**src/rtl/cpu_pkg.sv**
```systemverilog
// rtl/cpu_pkg.sv - shared opcode/phase types and opcode width for the cpu controller
package cpu_pkg;

    localparam int OPCODE_W = 3;

    typedef enum logic [2:0] {
        OP_HLT = 3'd0,
        OP_SKZ = 3'd1,
        OP_ADD = 3'd2,
        OP_AND = 3'd3,
        OP_XOR = 3'd4,
        OP_LDA = 3'd5,
        OP_STO = 3'd6,
        OP_JMP = 3'd7
    } opcode_t;

    typedef enum logic [2:0] {
        PH_INST_ADDR  = 3'd0,
        PH_INST_FETCH = 3'd1,
        PH_INST_LOAD  = 3'd2,
        PH_IDLE       = 3'd3,
        PH_OP_ADDR    = 3'd4,
        PH_OP_FETCH   = 3'd5,
        PH_ALU_OP     = 3'd6,
        PH_STORE      = 3'd7
    } phase_t;

    // Opcodes that read an operand from memory and load the accumulator
    function automatic logic is_aluop(opcode_t op);
        return (op == OP_ADD) || (op == OP_AND) || (op == OP_XOR) || (op == OP_LDA);
    endfunction

endpackage

```
**src/rtl/phase_counter.sv**
```systemverilog
// rtl/phase_counter.sv - 8-phase instruction cycle counter with hold and wrap
module phase_counter (
    input  logic       clk,
    input  logic       rst_,
    input  logic       enable,
    output logic [2:0] phase
);

    // Advance one phase per enabled clock; STORE (7) wraps naturally to INST_ADDR (0)
    always_ff @(posedge clk or negedge rst_) begin
        if (!rst_) begin
            phase <= 3'd0;
        end else if (enable) begin
            phase <= phase + 3'd1;
        end
    end

endmodule

```
**src/rtl/cpu_controller.sv**
```systemverilog
// rtl/cpu_controller.sv - phase-sequenced control decode; optional sticky halt via CTRL_HALT_LATCH_EN
module cpu_controller #(
    parameter int OPCODE_W = cpu_pkg::OPCODE_W
) (
    input  logic                clk,
    input  logic                rst_,
    input  logic                enable,
    input  logic [OPCODE_W-1:0] opcode,
    input  logic                zero,
    output logic                sel,
    output logic                rd,
    output logic                ld_ir,
    output logic                inc_pc,
    output logic                halt,
    output logic                ld_pc,
    output logic                data_e,
    output logic                ld_ac,
    output logic                wr,
    output logic [2:0]          phase
);

    import cpu_pkg::*;

    opcode_t op;
    phase_t  ph;
    logic    aluop;
    logic    halt_now;
    logic    halt_flag;
    logic    cnt_en;

    assign op       = opcode_t'(opcode);
    assign ph       = phase_t'(phase);
    assign aluop    = is_aluop(op);
    assign halt_now = (ph == PH_OP_ADDR) && (op == OP_HLT);

`ifdef CTRL_HALT_LATCH_EN
    // Sticky halt: once HLT is seen in OP_ADDR, freeze there until reset
    always_ff @(posedge clk or negedge rst_) begin
        if (!rst_) begin
            halt_flag <= 1'b0;
        end else if (halt_now) begin
            halt_flag <= 1'b1;
        end
    end

    // The freeze must already apply on the edge that sets the flag
    assign cnt_en = enable & ~(halt_flag | halt_now);
`else
    assign halt_flag = 1'b0;
    assign cnt_en    = enable;
`endif

    phase_counter u_phase_counter (
        .clk    (clk),
        .rst_   (rst_),
        .enable (cnt_en),
        .phase  (phase)
    );

    // Zero-latency decode of controls from the current phase, opcode and zero flag
    always_comb begin
        sel    = 1'b0;
        rd     = 1'b0;
        ld_ir  = 1'b0;
        inc_pc = 1'b0;
        halt   = halt_flag;
        ld_pc  = 1'b0;
        data_e = 1'b0;
        ld_ac  = 1'b0;
        wr     = 1'b0;
        unique case (ph)
            PH_INST_ADDR: begin
                sel = 1'b1;
            end
            PH_INST_FETCH: begin
                sel = 1'b1;
                rd  = 1'b1;
            end
            PH_INST_LOAD, PH_IDLE: begin
                sel   = 1'b1;
                rd    = 1'b1;
                ld_ir = 1'b1;
            end
            PH_OP_ADDR: begin
                inc_pc = 1'b1;
                halt   = halt_flag | halt_now;
            end
            PH_OP_FETCH: begin
                rd = aluop;
            end
            PH_ALU_OP: begin
                rd     = aluop;
                inc_pc = (op == OP_SKZ) && zero;
                ld_pc  = (op == OP_JMP);
                data_e = (op == OP_STO);
            end
            PH_STORE: begin
                rd     = aluop;
                ld_ac  = aluop;
                ld_pc  = (op == OP_JMP);
                wr     = (op == OP_STO);
                data_e = (op == OP_STO);
            end
            default: begin
            end
        endcase
    end

endmodule

```
**config.mk**
```make
export PLATFORM = sky130hd
export DESIGN_NAME = cpu_controller
export DESIGN_NICKNAME = d
export VERILOG_FILES = /design/src/rtl/cpu_pkg.sv /design/src/rtl/phase_counter.sv /design/src/rtl/cpu_controller.sv
export SDC_FILE = /design/constraint.sdc
export NUM_CORES = 1
export LEC_CHECK = 0
export CAP_MARGIN = 30
export CELL_PAD_IN_SITES_DETAIL_PLACEMENT = 1
export CELL_PAD_IN_SITES_GLOBAL_PLACEMENT = 1
export CORE_AREA = 2 2 39 41
export CTS_BUF_LIST = sky130_fd_sc_hd__clkbuf_16
export CTS_CLUSTER_DIAMETER = 60
export DETAILED_ROUTE_END_ITERATION = 6
export DIE_AREA = 0 0 41 43
export DONT_BUFFER_PORTS = 1
export MAX_ROUTING_LAYER = met4
export PLACE_DENSITY = 0.48
export SYNTH_ARGS = -nofsm -noshare
export SYNTH_HDL_FRONTEND = slang
export SYNTH_SLANG_ARGS = --single-unit
export TNS_END_PERCENT = 10
```
**constraint.sdc**
```tcl
create_clock -name clk -period 1.7 [get_ports clk]
set_input_delay 0.34 -clock clk [delete_from_list [all_inputs] [get_ports clk]]
set_output_delay 0.34 -clock clk [all_outputs]
set_load 0.05 [all_outputs]
```
# Yosys cells after proc, flatten, opt, wreduce, memory -nomap -nowiden
# Cells that the tools add are included.
# word_totals
wordCells	37
inputBits	7
regBits	3
out_inout_bits	12
# op_classes
n_eq_ne	14
n_reduce_logical	12
n_addsub	1
n_mux	9
# op_table
op	count
== test 3 bit (second input constant)	8
== test 3 x 2 -> 1 bit (second input constant)	4
2-to-1 mux 1 bit	7
== test 3 x 1 -> 1 bit (second input constant)	2
logical NOT 3 bit	2
OR reduction 3 bit	2
one-hot mux 1 bit (2 select lines)	2
OR reduction 2 bit	2
OR reduction 4 bit	1
adder 3 x 1 -> 3 bit (second input constant)	1
logical OR 1 bit	3
logical AND 1 bit	2

# Logic depth before layout (Yosys ltp)
# depth
depth_word	5
ltp_mapped	4
ltp_nobuf	4

# By module
# From an unflattened synthesis, not the netlist that was laid out.
# hier_totals
cells_unflattened	25
area_unflattened_um2	219.0
# modules_own_cells
mod	area_each_um2	seq_area_each_um2	cells_per_inst	n_inst
phase_counter	123.9	75.1	8	1
cpu_controller	95.1	0.0	17	1

# Least setup slack after synthesis
# No wires, ideal clock.
# synth_path
path_type	register to output
startpoint	register u_phase_counter.phase[0]
endpoint	output halt
path_slack_ns	-1.112
stages_incl_launch_ff	5
arrival_time_ns	2.472
path_buffers	0
required_time_ns	1.360
cell_sequence	dfrtp_1 > inv_1 > ha_1 > nand2_1 > nor4_1
# synth_between
elab_chain_cells	3
# synth_lines
item	line	rtl
start: declaration	phase_counter.sv:6	output logic [2:0] phase
start signal: assignment	phase_counter.sv:14	phase <= phase + 3'd1;
== test 3 bit *	cpu_controller.sv:34, cpu_controller.sv:71	
logical AND 1 bit	cpu_controller.sv:34	assign halt_now = (ph == PH_OP_ADDR) && (op == OP_HLT);
2-to-1 mux 1 bit *	cpu_controller.sv:71	unique case (ph)
end: declaration	cpu_controller.sv:14	output logic halt,
# Mark *: on every way between the ends. The rest lies on a longest branch, timed or not.

# Worst setup path after layout
# layout_path
startpoint	register u_phase_counter.phase[1]
endpoint	output rd
# layout_between
elab_chain_cells	3
word_cells_on_any_way	9
classes_between	eq/ne (6); mux (1); reduce/logical (2)
# layout_lines
item	line	rtl
== test 3 bit (tied with other cells)	cpu_controller.sv:71	
OR reduction 3 bit (no line)	n/a	
one-hot mux 1 bit (2 select lines) *	cpu_controller.sv:71	
end: declaration	cpu_controller.sv:11	output logic rd,
# Marked as above.

==> flow_summary.ini <==
[outcome]
status = finished with violations
failed_checks = negative setup slack

[sta]
holdWs_ns = 0.208
slew_headroom_pct = 76.7
finalSetupViolations = 7
rsz0062_at_grt = yes
fin_crit_sh_pct = 110
slew_violations = 0
tightest_slew_ns = 0.349
tns_ns = -0.727
fin_skew_ns = 0.00429
fmax_mhz = 536
finalHoldViolCount = 0
period_minus_slack_ns = 1.86
setup_ws_ns = -0.165

[floorplanning]
die_y_um = 43
initial_utilization_pct = 22.7
die_x_um = 41
io_pins = 19
die_area_mm2 = 0.00176
core_area_mm2 = 0.00138
fp-row-count = 14

[yosys]
yosys.area_share.simple_pct = 17.9
syn_inst = 36
ys_types = 18
synth_adder_area_share_pct = 27.9
synth_mux_area_share_pct = 3.19
synth_xor_area_share_pct = 5.58
yosysTopAreaCellShare_pct = 27.9
yosys_warnings = 0
synth-compound-area-share_pct = 16.7
seq_area_frac_synth_pct = 23.9
synth_ff_type = dfrtp_1
synth_edf_count = 0
synth_area_per_cell_um2 = 8.72
synth_area_leader_cell = ha_1
synth_fp_nets = 50
synth_area_um2 = 314
ys_ff_latch = 3
ys_top_cells_by_count = ha_1, inv_1, dfrtp_1, nand2_1, nor2_1
yosysMostFrequentCell = ha_1
synthArstFlopShare_pct = 100
synth_top_family_by_area = adder cells
synthTopCellsByArea = ha_1, dfrtp_1, xor2_1, inv_1, nor3b_1

[detailed_routing]
dr.pass1.iters = 2
drc = 0
route.antenna.remaining_nets = 0
drt_iter0_drc = 3
wl_per_cell_um = 14.0
viasPerCell = 4.75
finalWirelength_um = 963
num_vias = 328

[layout]
design_area_um2 = 743
top_register = u_phase_counter.phase
fin_nets = 68
top_regs = u_phase_counter.phase x3
largest_reg_flops = 3
antenna_cells = 0
syn_to_final_growth_pct = 137
drive_gt1_share_pct = 66.0

[critical_path]
crit_fanout = 4
end_kind = output port
worst-setup-path-type = reg2out
critical_path_required_ns = 1.36
cp.arrival_ns = 1.52
start_kind = register
r2r_cells = 3
reg2reg_slack_ns = 0.57

[global_routing]
antenna_found_initial = 0
track_usage_pct = 13.4
grt_pass1_wl_um = 1470
grt_pass1_vias = 339
grt-ovfl-total = 0
grt_max_degree = 6

[placed_design]
io_buffers = 0
place.gp.congestion = 0.650
place_area_um2 = 619
dp_hpwl_um = 823

[clock_network]
cts.htree.levels = 1
cts_tree = done
clk_path_buf_depth = 2
cts_made_buffers = 3
cts_sinks = 3
clock_latency_ns = 0.23
clk_pin_slew_ns = 0.03
cts_root_buf = clkbuf_16

[flow_run]
maxCapViolCount = 0

[hold_path]
hp-class = in2reg
min_path_cells = 1
[critical path, stage by stage, from the launching register on]
cell,delay [ns]
dfrtp_2,0.43
ha_4,0.19
ha_4,0.18
o31ai_4,0.21
a31oi_4,0.12
buf_12,0.16
[through the flow]
step	util [%]	cells	setup slack, ns
finish	53.7	69	-0.165
global placement	44.8	63	0.0297
floorplan	-	36	-0.117
detailed placement	44.8	63	0.00236
CTS	53.5	69	-0.186
global route	53.7	69	-0.242
[routing by layer]
metal | global-route usage, % | vias up | wire length, um
li1 | - | 162 | -
met1 | 12.3 | 145 | 321
met2 | 23.1 | 18 | 528
met3 | 1.57 | 3 | 82
met4 | 10.0 | 0 | 31
met5 | - | - | 0
[cells in the final DEF (no fill, tap or decap)]
master	synthesis	routed
buf_12	0	6
buf_4	0	5
inv_1	4	4
nand2_1	3	3
ha_4	0	3
clkbuf_16	0	3
xor2_1	2	2
nor2_1	3	2
nor3b_4	0	2
ha_1	7	2
ha_2	0	2
dfrtp_2	0	2
inv_2	0	1
o21ai_1	0	1
o31ai_4	0	1
a31oi_4	0	1
a21o_4	0	1
a41oi_1	1	1
nor2_2	0	1
o21bai_4	0	1
and2_2	1	1
a21oi_2	0	1
nor3_4	0	1
nor4_4	0	1
mux2i_1	1	1
o21ai_0	2	1
dlygate4sd3_1	0	1
buf_6	0	1
dfrtp_4	0	1
[area by class of cell]
type                            count  area (um2)
Clock buffer                        3        75.1
Clock inverter                      1        3.75
Fill cell                         144         641
Inverter                            4        15.0
Tap cell                           16        20.0
Sequential cell                     3        81.3
Timing Repair Buffer               13         179
Multi-Input combinational cell     29         369
[cell families (layout without fill, tap and decap cells)]
kind of cell / Yosys count / after routing
XOR/XNOR: 2 / 2
flip-flops: 3 / 3
multiplexers: 1 / 1
AND/OR/NAND/NOR: 11 / 11
AO/OA/AOI/OAI: 8 / 8
adder cells (fa/ha/maj): 7 / 7
buffers and inverters: 4 / 21
[repair_timing]
item                                   in CTS  in global routing
hold buffers                                1                  0
resized for setup                           5                  1
buffers inserted                            1                  0
setup endpoints to repair                   7                  8
endpoints found under the hold margin       3                  0
[final timing paths]
| kind | start | to |
|---|---|---|
| max | u_phase_counter.phase[1] | rd |
| min | enable | u_phase_counter.phase[0] |
| max reg2reg | u_phase_counter.phase[2] | u_phase_counter.phase[2] |
| min reg2reg | u_phase_counter.phase[1] | u_phase_counter.phase[1] |
| max in group asynchronous | rst_ | u_phase_counter.phase[0] |
| min in group asynchronous | rst_ | u_phase_counter.phase[2] |
Power is not shown: default switching activity piles up to over one toggle a cycle in this logic, so the estimate is an artifact.
